<file path="src/rtl/sram_arb_if.sv">
`default_nettype none
// ============================================================================
// Module   : sram_arb_if
// Purpose  : CPU/DMA requester ports and async SRAM pins for the arbiter.
// Revision : 1.0
// ============================================================================
interface sram_arb_if;
    logic        cpu_req;
    logic        cpu_we;
    logic [18:0] cpu_a;
    logic [7:0]  cpu_di;
    logic [7:0]  cpu_do;
    logic        cpu_ack;

    logic        dma_req;
    logic        dma_we;
    logic [18:0] dma_a;
    logic [7:0]  dma_di;
    logic [7:0]  dma_do;
    logic        dma_ack;

    logic [17:0] sram_addr;
    logic [15:0] sram_dq_o;
    logic        sram_dq_oe;
    logic [15:0] sram_dq_i;
    logic        sram_ce_n;
    logic        sram_oe_n;
    logic        sram_we_n;
    logic        sram_ub_n;
    logic        sram_lb_n;

    // Requesters plus the SRAM data return path.
    modport master (
        output cpu_req, cpu_we, cpu_a, cpu_di,
        output dma_req, dma_we, dma_a, dma_di,
        output sram_dq_i,
        input  cpu_do, cpu_ack, dma_do, dma_ack,
        input  sram_addr, sram_dq_o, sram_dq_oe,
        input  sram_ce_n, sram_oe_n, sram_we_n, sram_ub_n, sram_lb_n
    );

    // The arbiter itself.
    modport slave (
        input  cpu_req, cpu_we, cpu_a, cpu_di,
        input  dma_req, dma_we, dma_a, dma_di,
        input  sram_dq_i,
        output cpu_do, cpu_ack, dma_do, dma_ack,
        output sram_addr, sram_dq_o, sram_dq_oe,
        output sram_ce_n, sram_oe_n, sram_we_n, sram_ub_n, sram_lb_n
    );
endinterface
`default_nettype wire

</file>
<file path="src/rtl/sram_arb.sv">
`default_nettype none
// ============================================================================
// Module   : sram_arb
// Purpose  : Round-robin CPU/DMA arbiter driving an 8-bit view of a 16-bit SRAM.
// Revision : 1.0
// ============================================================================
module sram_arb #(
    parameter int WAIT_CYCLES = 2
) (
    input  logic       clk,
    input  logic       reset_n,
    sram_arb_if.slave  bus
);

    localparam logic [1:0] c_st_idle   = 2'd0;
    localparam logic [1:0] c_st_setup  = 2'd1;
    localparam logic [1:0] c_st_access = 2'd2;
    localparam logic [1:0] c_st_done   = 2'd3;

    localparam logic [3:0] c_last_wait = 4'(WAIT_CYCLES - 1);

    logic [1:0]  r_state;
    logic [3:0]  r_wait_cnt;
    logic        r_grant_dma;
    logic        r_last_dma;
    logic        r_we;
    logic [18:0] r_addr;
    logic [7:0]  r_di;
    logic [7:0]  r_cpu_do;
    logic [7:0]  r_dma_do;

    logic        w_pick_dma;
    logic        w_active;
    logic [7:0]  w_rd_byte;

    // DMA wins only if it is alone, or if the CPU had the previous grant.
    assign w_pick_dma = bus.dma_req && (!bus.cpu_req || !r_last_dma);
    assign w_rd_byte  = r_addr[0] ? bus.sram_dq_i[15:8] : bus.sram_dq_i[7:0];
    assign w_active   = (r_state != c_st_idle);

    always_ff @(posedge clk or negedge reset_n) begin
        if (!reset_n) begin
            r_state     <= c_st_idle;
            r_wait_cnt  <= 4'd0;
            r_grant_dma <= 1'b0;
            r_last_dma  <= 1'b1;
            r_we        <= 1'b0;
            r_addr      <= 19'd0;
            r_di        <= 8'd0;
            r_cpu_do    <= 8'd0;
            r_dma_do    <= 8'd0;
        end else begin
            case (r_state)
                c_st_idle: begin
                    if (bus.cpu_req || bus.dma_req) begin
                        r_state     <= c_st_setup;
                        r_grant_dma <= w_pick_dma;
                        r_last_dma  <= w_pick_dma;
                        r_we        <= w_pick_dma ? bus.dma_we : bus.cpu_we;
                        r_addr      <= w_pick_dma ? bus.dma_a  : bus.cpu_a;
                        r_di        <= w_pick_dma ? bus.dma_di : bus.cpu_di;
                    end
                end
                c_st_setup: begin
                    r_state    <= c_st_access;
                    r_wait_cnt <= 4'd0;
                end
                c_st_access: begin
                    if (r_wait_cnt == c_last_wait) begin
                        r_state <= c_st_done;
                        if (!r_we) begin
                            if (r_grant_dma) r_dma_do <= w_rd_byte;
                            else             r_cpu_do <= w_rd_byte;
                        end
                    end else begin
                        r_wait_cnt <= r_wait_cnt + 4'd1;
                    end
                end
                c_st_done: begin
                    r_state <= c_st_idle;
                end
                default: begin
                    r_state <= c_st_idle;
                end
            endcase
        end
    end

    // Strobes decode straight from registered state so reset clears them at once.
    assign bus.sram_addr  = r_addr[18:1];
    assign bus.sram_dq_o  = {r_di, r_di};
    assign bus.sram_dq_oe = r_we && w_active;
    assign bus.sram_ce_n  = !w_active;
    assign bus.sram_oe_n  = !(!r_we && (r_state == c_st_setup || r_state == c_st_access));
    assign bus.sram_we_n  = !(r_we && (r_state == c_st_access));
    assign bus.sram_lb_n  = !w_active || r_addr[0];
    assign bus.sram_ub_n  = !w_active || !r_addr[0];

    assign bus.cpu_ack    = (r_state == c_st_done) && !r_grant_dma;
    assign bus.dma_ack    = (r_state == c_st_done) && r_grant_dma;
    assign bus.cpu_do     = r_cpu_do;
    assign bus.dma_do     = r_dma_do;

endmodule
`default_nettype wire

</file>
<file path="src/flat_wrapper.sv">
// flat-port wrapper written by rule: the top's interface ports become plain ports
module sram_arb_flat 
#(
    parameter int WAIT_CYCLES = 2
)
  (clk, reset_n, bus_cpu_req, bus_cpu_we, bus_cpu_a, bus_cpu_di, bus_dma_req, bus_dma_we, bus_dma_a, bus_dma_di, bus_sram_dq_i, bus_cpu_do, bus_cpu_ack, bus_dma_do, bus_dma_ack, bus_sram_addr, bus_sram_dq_o, bus_sram_dq_oe, bus_sram_ce_n, bus_sram_oe_n, bus_sram_we_n, bus_sram_ub_n, bus_sram_lb_n);
  sram_arb_if bus_i ();
  input  logic clk;
  input  logic reset_n;
  input wire logic [$bits(bus_i.cpu_req)-1:0] bus_cpu_req;
  input wire logic [$bits(bus_i.cpu_we)-1:0] bus_cpu_we;
  input wire logic [$bits(bus_i.cpu_a)-1:0] bus_cpu_a;
  input wire logic [$bits(bus_i.cpu_di)-1:0] bus_cpu_di;
  input wire logic [$bits(bus_i.dma_req)-1:0] bus_dma_req;
  input wire logic [$bits(bus_i.dma_we)-1:0] bus_dma_we;
  input wire logic [$bits(bus_i.dma_a)-1:0] bus_dma_a;
  input wire logic [$bits(bus_i.dma_di)-1:0] bus_dma_di;
  input wire logic [$bits(bus_i.sram_dq_i)-1:0] bus_sram_dq_i;
  output wire logic [$bits(bus_i.cpu_do)-1:0] bus_cpu_do;
  output wire logic [$bits(bus_i.cpu_ack)-1:0] bus_cpu_ack;
  output wire logic [$bits(bus_i.dma_do)-1:0] bus_dma_do;
  output wire logic [$bits(bus_i.dma_ack)-1:0] bus_dma_ack;
  output wire logic [$bits(bus_i.sram_addr)-1:0] bus_sram_addr;
  output wire logic [$bits(bus_i.sram_dq_o)-1:0] bus_sram_dq_o;
  output wire logic [$bits(bus_i.sram_dq_oe)-1:0] bus_sram_dq_oe;
  output wire logic [$bits(bus_i.sram_ce_n)-1:0] bus_sram_ce_n;
  output wire logic [$bits(bus_i.sram_oe_n)-1:0] bus_sram_oe_n;
  output wire logic [$bits(bus_i.sram_we_n)-1:0] bus_sram_we_n;
  output wire logic [$bits(bus_i.sram_ub_n)-1:0] bus_sram_ub_n;
  output wire logic [$bits(bus_i.sram_lb_n)-1:0] bus_sram_lb_n;
  assign bus_i.cpu_req = bus_cpu_req;
  assign bus_i.cpu_we = bus_cpu_we;
  assign bus_i.cpu_a = bus_cpu_a;
  assign bus_i.cpu_di = bus_cpu_di;
  assign bus_i.dma_req = bus_dma_req;
  assign bus_i.dma_we = bus_dma_we;
  assign bus_i.dma_a = bus_dma_a;
  assign bus_i.dma_di = bus_dma_di;
  assign bus_i.sram_dq_i = bus_sram_dq_i;
  assign bus_cpu_do = bus_i.cpu_do;
  assign bus_cpu_ack = bus_i.cpu_ack;
  assign bus_dma_do = bus_i.dma_do;
  assign bus_dma_ack = bus_i.dma_ack;
  assign bus_sram_addr = bus_i.sram_addr;
  assign bus_sram_dq_o = bus_i.sram_dq_o;
  assign bus_sram_dq_oe = bus_i.sram_dq_oe;
  assign bus_sram_ce_n = bus_i.sram_ce_n;
  assign bus_sram_oe_n = bus_i.sram_oe_n;
  assign bus_sram_we_n = bus_i.sram_we_n;
  assign bus_sram_ub_n = bus_i.sram_ub_n;
  assign bus_sram_lb_n = bus_i.sram_lb_n;
  sram_arb #(.WAIT_CYCLES(WAIT_CYCLES)) u_core (.clk(clk), .reset_n(reset_n), .bus(bus_i));
endmodule
</file>
<file path="config.mk">
export PLATFORM = sky130hd
export DESIGN_NAME = sram_arb_flat
export DESIGN_NICKNAME = d
export VERILOG_FILES = /design/src/rtl/sram_arb_if.sv /design/src/rtl/sram_arb.sv /design/src/flat_wrapper.sv
export SDC_FILE = /design/constraint.sdc
export NUM_CORES = 1
export LEC_CHECK = 0
export CAP_MARGIN = 20
export CORE_UTILIZATION = 35
export CTS_BUF_LIST = sky130_fd_sc_hd__clkbuf_4
export DETAILED_ROUTE_END_ITERATION = 10
export GPL_ROUTABILITY_DRIVEN = 0
export HOLD_SLACK_MARGIN = 0.15
export PLACE_DENSITY = 0.71
export SYNTH_ARGS = -nofsm -noshare
export SYNTH_HDL_FRONTEND = slang
export SYNTH_SLANG_ARGS = --single-unit
export TNS_END_PERCENT = 1
</file>
<file path="constraint.sdc">
create_clock -name clk -period 2.77 [get_ports clk]
set_input_delay 0.4155 -clock clk [delete_from_list [all_inputs] [get_ports clk]]
set_output_delay 0.4155 -clock clk [all_outputs]
set_load 0.05 [all_outputs]
</file>
==> results of run 1 <==
## area by class of cell
cell class                      count  area (sq um)  area share [%]
Clock buffer                        7          52.6            1.31
Tap cell                           99           124            3.08
Multi-Input combinational cell    149          1150            28.7
Clock inverter                      1          3.75          0.0933
Timing Repair Buffer              138          1370            34.0
Sequential cell                    52          1300            32.4
Inverter                            5          18.8           0.466
## final timing paths
kind,startpoint,to,slack [ps],cells past startpoint
max,u_core.r_state[0]$_DFFE_PN0P_,bus_sram_dq_oe,170,4
min,reset_n,u_core.r_grant_dma$_DFFE_PN0P_,130,2
max reg2reg,u_core.r_wait_cnt[1]$_DFFE_PN0P_,u_core.bus.cpu_do[4]$_DFFE_PN0P_,580,5
min reg2reg,u_core.r_addr[9]$_DFFE_PN0P_,u_core.r_addr[9]$_DFFE_PN0P_,500,2
max in group asynchronous,reset_n,u_core.r_addr[9]$_DFFE_PN0P_,2190,2
min in group clk,u_core.r_addr[9]$_DFFE_PN0P_,u_core.r_addr[9]$_DFFE_PN0P_,500,2
## cell families after synthesis
family | after synthesis
multiplexers | 54
flip-flops | 52
AND/OR/NAND/NOR | 47
buffers and inverters | 44
AO/OA/AOI/OAI | 40
adder cells (fa/ha/maj) | 6
XOR/XNOR | 2
## critical path, cell delays in order (launching register included)
cell,delay (ps)
dfrtp_1,430
inv_1,80
ha_1,340
nor2b_1,160
clkdlybuf4s50_1,820
## sequential cells by signal (all words and copies together) (netlist names)
signal,cells
u_core.r_state,2
u_core.r_we,1
u_core.r_last_dma,1
u_core.r_wait_cnt,4
u_core.bus.dma_do,8
u_core.r_di,8
u_core.r_grant_dma,1
u_core.bus.cpu_do,8
u_core.r_addr,19
## routing by layer
metal | vias up | track usage, % | part of all wire, % | routed length (um)
met5 | - | 0 | 0 | 0
met4 | 0 | 4.03 | 1.2 | 69
met3 | 5 | 4.48 | 8.0 | 473
met2 | 94 | 25.6 | 47 | 2790
met1 | 909 | 18.3 | 44 | 2590
li1 | 1026 | - | - | -
## synthesized netlist by cell type
master and count:
o22a_1 1, buf_1 1, nand2b_1 1, xnor2_1 1
a31oi_1 2, nor2b_1 2, nor2_2 1, clkbuf_1 8
or2_2 1, buf_4 26, nor3b_1 2, nor2_1 1
o21ai_0 30, or4b_4 1, or2b_1 1, buf_2 2
a22oi_1 1, or3b_1 1, dfstp_2 1, nand2_1 32
nand3b_1 2, ha_1 6, nand3_1 1, inv_1 5
a21oi_1 2, a21bo_2 1, a21o_1 2, xor2_1 1
mux2i_1 28, buf_6 2, and2_1 1, mux2_4 8
o22ai_1 1, dfrtp_1 51, mux2_2 18
## timing repair
action                     CTS  global route
gates resized for setup      0             2
hold buffers                 0             0
setup endpoints to repair    0             2
## stage by stage
stage,instances,area (sq um),power (mW),util (%),setup WS [ps]
4_1_cts,451,4020,5.14,54.2,63.7
2_1_floorplan,245,2730,3.91,-,690
5_1_grt,451,4020,5.38,54.3,42.5
6_report,451,4020,5.07,54.3,167
3_5_place_dp,443,3960,4.79,53.5,500
3_3_place_gp,443,3960,4.73,53.5,538
## where the power goes
group	total, mW	switching [mW]	internal [mW]
combinational	3.35	2.11	1.24
sequential	1.38	0.257	1.13
clock	0.340	0.222	0.118
total	5.07	2.59	2.48
==> metrics, run 1 <==
Fin. Hold Viols=0; Synth Area in Compound Gates=slightly above 8%; Post CTS Setup Buffer Count=0; area share of fa/ha/maj cells after synthesis=roughly 2.8%; Area growth, synth to finish=47.7%; Pleak=approximately 1.8 nW; worst clock skew=14.7 ps; maxcap violations=0; clock buffer count from CTS=5; Worst Path Arrival=approximately 2200 ps; CTS Sinks=52; fraction of the mapped netlist area in simple logic gates=8.31%; WHS=135 ps; WS Path Type=reg -> out; most frequent cells in the layout=130 x clkdlybuf4s50_1, 51 x dfrtp_1, 32 x nand2_1; Detailed Route Iter0 Violations=56; Worst slew margin=57.4%; global-route usage over all layers=about 15%; number of remaining DRC errors=0; Syn Inst Count=~250; largest family of logic cells by synthesized area=multiplexers; GRT Residual Overflow=0; fin crit period=roughly 2600 ps; clk slew on worst S/H paths=between 100 and 150 ps; Synth Net Count=~330; CORE AREA=approximately 7400 sq um; nets@finish=~430; Clock Path Buffers=2; Avg Inst Size Synth=roughly 11 sq um; outcome=completed; top cells by area, synth=dfrtp_1 47%, mux2i_1 10%, mux2_2 7.4%; XOR/XNOR Fraction of Synth Area=less than 1%; clock root buffer=clkbuf_4; DR pass1 iterations=4; Mapped Area=about 2700 sq um; FMAX=roughly 380 MHz; DRT antenna net count=0; Ys Warns=0; most common cell after layout, fill and taps aside=clkdlybuf4s50_1; Finish-stage setup viols=0; Std-Cell Rows=31; sequential element share of the synthesized area=between 40 and 50%; post-synthesis register bit count=52; Yosys top cell by area=dfrtp_1; H-tree level count=2; Routed wire per std cell=roughly 13 um; CP startpoint kind=flop; Die Span X=90.2 um; CP max FO=9; Worst-Skew Late Latency=between 300 and 400 ps; initial antenna violation count=0; Synth top area share=approximately 47%; DIE AREA=8140 sq um; max-slew violations=0; hpwl dp=~4700 um; # fillers=approximately 640; vias per std cell=4.51; Cell variety after synth=35; P per Cell Area=1260 nW/um^2; setup TNS=0 ps; total I/O pin count=approximately 130; vias in the first global route=~2000; CTS tree=yes; largest net degree at the start of global routing=53; Detailed Route WL=approximately 6000 um; DR vias=~2000; RSZ-0062 raised after global routing=false; initial core utilization=between 30% and 40%; first-pass GRT wire length=roughly 9800 um; share of cells above drive strength 1=between 10% and 20%; Final Cycle Share=about 94%; CP endpoint kind=primary output; die height=about 90 um; mux share of post-synthesis cell area=~22%; worst vdd ir=0.000535 V; Tightest Pin Transition=639 ps; Min-Delay Path Class=in -> async; Required @ worst endpoint=2350 ps; I/O Buffers=between 100 and 150; ant diodes=0
Note: power is estimated with default switching activity, not from simulation.
==> run 2, diff against run 1 <==
--- a/config.mk
+++ b/config.mk
@@ -8,10 +8,12 @@
 export CAP_MARGIN = 20
 export CORE_UTILIZATION = 35
 export CTS_BUF_LIST = sky130_fd_sc_hd__clkbuf_4
+export CTS_CLUSTER_DIAMETER = 30
 export DETAILED_ROUTE_END_ITERATION = 10
 export GPL_ROUTABILITY_DRIVEN = 0
 export HOLD_SLACK_MARGIN = 0.15
 export PLACE_DENSITY = 0.71
+export SETUP_SLACK_MARGIN = 0.05
 export SYNTH_ARGS = -nofsm -noshare
 export SYNTH_HDL_FRONTEND = slang
 export SYNTH_SLANG_ARGS = --single-unit
==> run 2 against run 1 <==
Global-route usage unchanged; die area unchanged; design area about the same; sequential cell count unchanged; non-clock buffer count unchanged; clock skew down 2.2 ps; register-to-register slack about the same; utilization about the same; worst hold slack better by 1.2 ps; critical path depth down 1; largest power group unchanged.
==> metrics, run 2 (same netlist as run 1, synthesis figures left out) <==
CTS tree=yes; clock buffer count from CTS=5 (unchanged); Overall Power=5.07 mW (about the same); WHS=136 ps (+1.16 ps); GRT Residual Overflow=0 (unchanged); Finished Layout Cells=451 (unchanged); Worst Path Arrival=2170 ps (-20 ps); worst clock skew=12.5 ps (-2.24 ps); initial antenna violation count=0 (unchanged); maxcap violations=0 (unchanged); CP startpoint kind=flop; P per Cell Area=1260 nW/um^2 (about the same); DR vias=2038 (+0.20%); Max Used Layer=met4; Largest register FFs=19 (unchanged); Detailed Route WL=5900 um (-0.49%); final instance area=4030 sq um (about the same); vias in the first global route=2028 (unchanged); total I/O pin count=134 (unchanged); worst vdd ir=0.000535 V (about the same); CORE AREA=7410 sq um (unchanged); CP max stage delay=880 ps (+60 ps); CP max FO=9 (unchanged); outcome=completed; crit-path cells=inv_1, ha_1, clkdlybuf4s50_1; FMAX=387 MHz (+0.84%); Final WS setup=189 ps (+21.7 ps); post-layout util=54.3% (about the same); fin crit period=2580 ps (-21.7 ps); Worst-Skew Late Latency=360 ps (about the same); DRT antenna net count=0 (unchanged); Die Span X=90.2 um (unchanged); clock root buffer=clkbuf_4; met2 wire len=2750 um (-1.4%); DP Area=3960 sq um (unchanged); share of cells above drive strength 1=12.8% (unchanged); hpwl dp=4690 um (unchanged); H-tree level count=2 (unchanged); most frequent cells in the layout=129 x clkdlybuf4s50_1, 51 x dfrtp_1, 32 x nand2_1; global-route usage over all layers=15.0% (unchanged); dpl ws=500 ps (unchanged); DIE AREA=8140 sq um (unchanged); I/O Buffers=133 (unchanged); Finish-stage setup viols=0 (unchanged); most common cell after layout, fill and taps aside=clkdlybuf4s50_1; placed insts=443 (unchanged); first-pass GRT wire length=9810 um (unchanged); CP endpoint kind=primary output; max-slew violations=0 (unchanged); Worst slew margin=57.7% (+0.24 points); die height=90.2 um (unchanged); Min-Delay Path Class=in -> async; Detailed Route Iter0 Violations=52 (-7.1%); setup TNS=0 ps (unchanged); ant diodes=0 (unchanged); DR pass1 iterations=4 (unchanged); CTS Sinks=52 (unchanged); nets@finish=433 (unchanged); WS Path Type=reg -> out; Clock Path Buffers=2 (unchanged); Most flops, register=u_core.r_addr; initial core utilization=36.8% (unchanged); Routed wire per std cell=13.1 um (-0.49%); vias per std cell=4.52 (+0.20%); Fin. Hold Viols=0 (unchanged); Critical Path Slowest Stage Cell=clkdlybuf4s50_1; WL met1=2600 um (+0.35%); clk slew on worst S/H paths=140 ps (about the same); RSZ-0062 raised after global routing=false; Area growth, synth to finish=47.8% (about the same); number of remaining DRC errors=0 (unchanged); Pleak=1.85 nW (+0.75%); Final Cycle Share=93.2% (-0.78 points); Tightest Pin Transition=635 ps (-3.66 ps); Met3 Routed Length=473 um (unchanged); Required @ worst endpoint=2350 ps (about the same); largest net degree at the start of global routing=53 (unchanged); Std-Cell Rows=31 (unchanged)
-- run 2: routing by layer --
layer	vias up	track usage [%]
met4	0	4.03
li1	1024	-
met5	-	0
met1	914	18.3
met2	94	25.6
met3	6	4.48
-- run 2: layout make-up --
class	count	area, sq um
fill	642	3380
timing repair buffer	138	1370
sequential	52	1300
multi-input combinational	149	1150
tap	99	124
clock buffer	7	52.6
inverter	5	18.8
clock inverter	1	3.75
-- run 2: final timing paths --
kind | cells after the start | start | slack (ps) | to
max | 3 | u_core.r_state[0]$_DFFE_PN0P_ | 190 | bus_sram_ce_n
min | 2 | reset_n | 140 | u_core.r_grant_dma$_DFFE_PN0P_
max reg2reg | 5 | u_core.r_wait_cnt[1]$_DFFE_PN0P_ | 580 | u_core.bus.cpu_do[4]$_DFFE_PN0P_
min reg2reg | 2 | u_core.r_addr[10]$_DFFE_PN0P_ | 500 | u_core.r_addr[10]$_DFFE_PN0P_
max in group asynchronous | 2 | reset_n | 2190 | u_core.r_di[2]$_DFFE_PN0P_
min in group clk | 2 | u_core.r_addr[10]$_DFFE_PN0P_ | 500 | u_core.r_addr[10]$_DFFE_PN0P_
-- run 2: what timing repair did --
item | 4_1_cts | 5_1_grt
gates resized for setup | 0 | 3
setup endpoints to repair | 0 | 3
buffers inserted | 0 | 0
hold buffers | 0 | 0
-- run 2: critical path, delay by kind of cell (launching register included) --
kind                     cells  cell delay [ps]
buffers and inverters        2              980
flip-flops                   1              440
adder cells (fa/ha/maj)      1              390
-- run 2: report_power, final --
part           switching (mW)  internal (mW)
Clock                   0.222          0.118
Combinational            2.11           1.24
Sequential              0.257           1.13
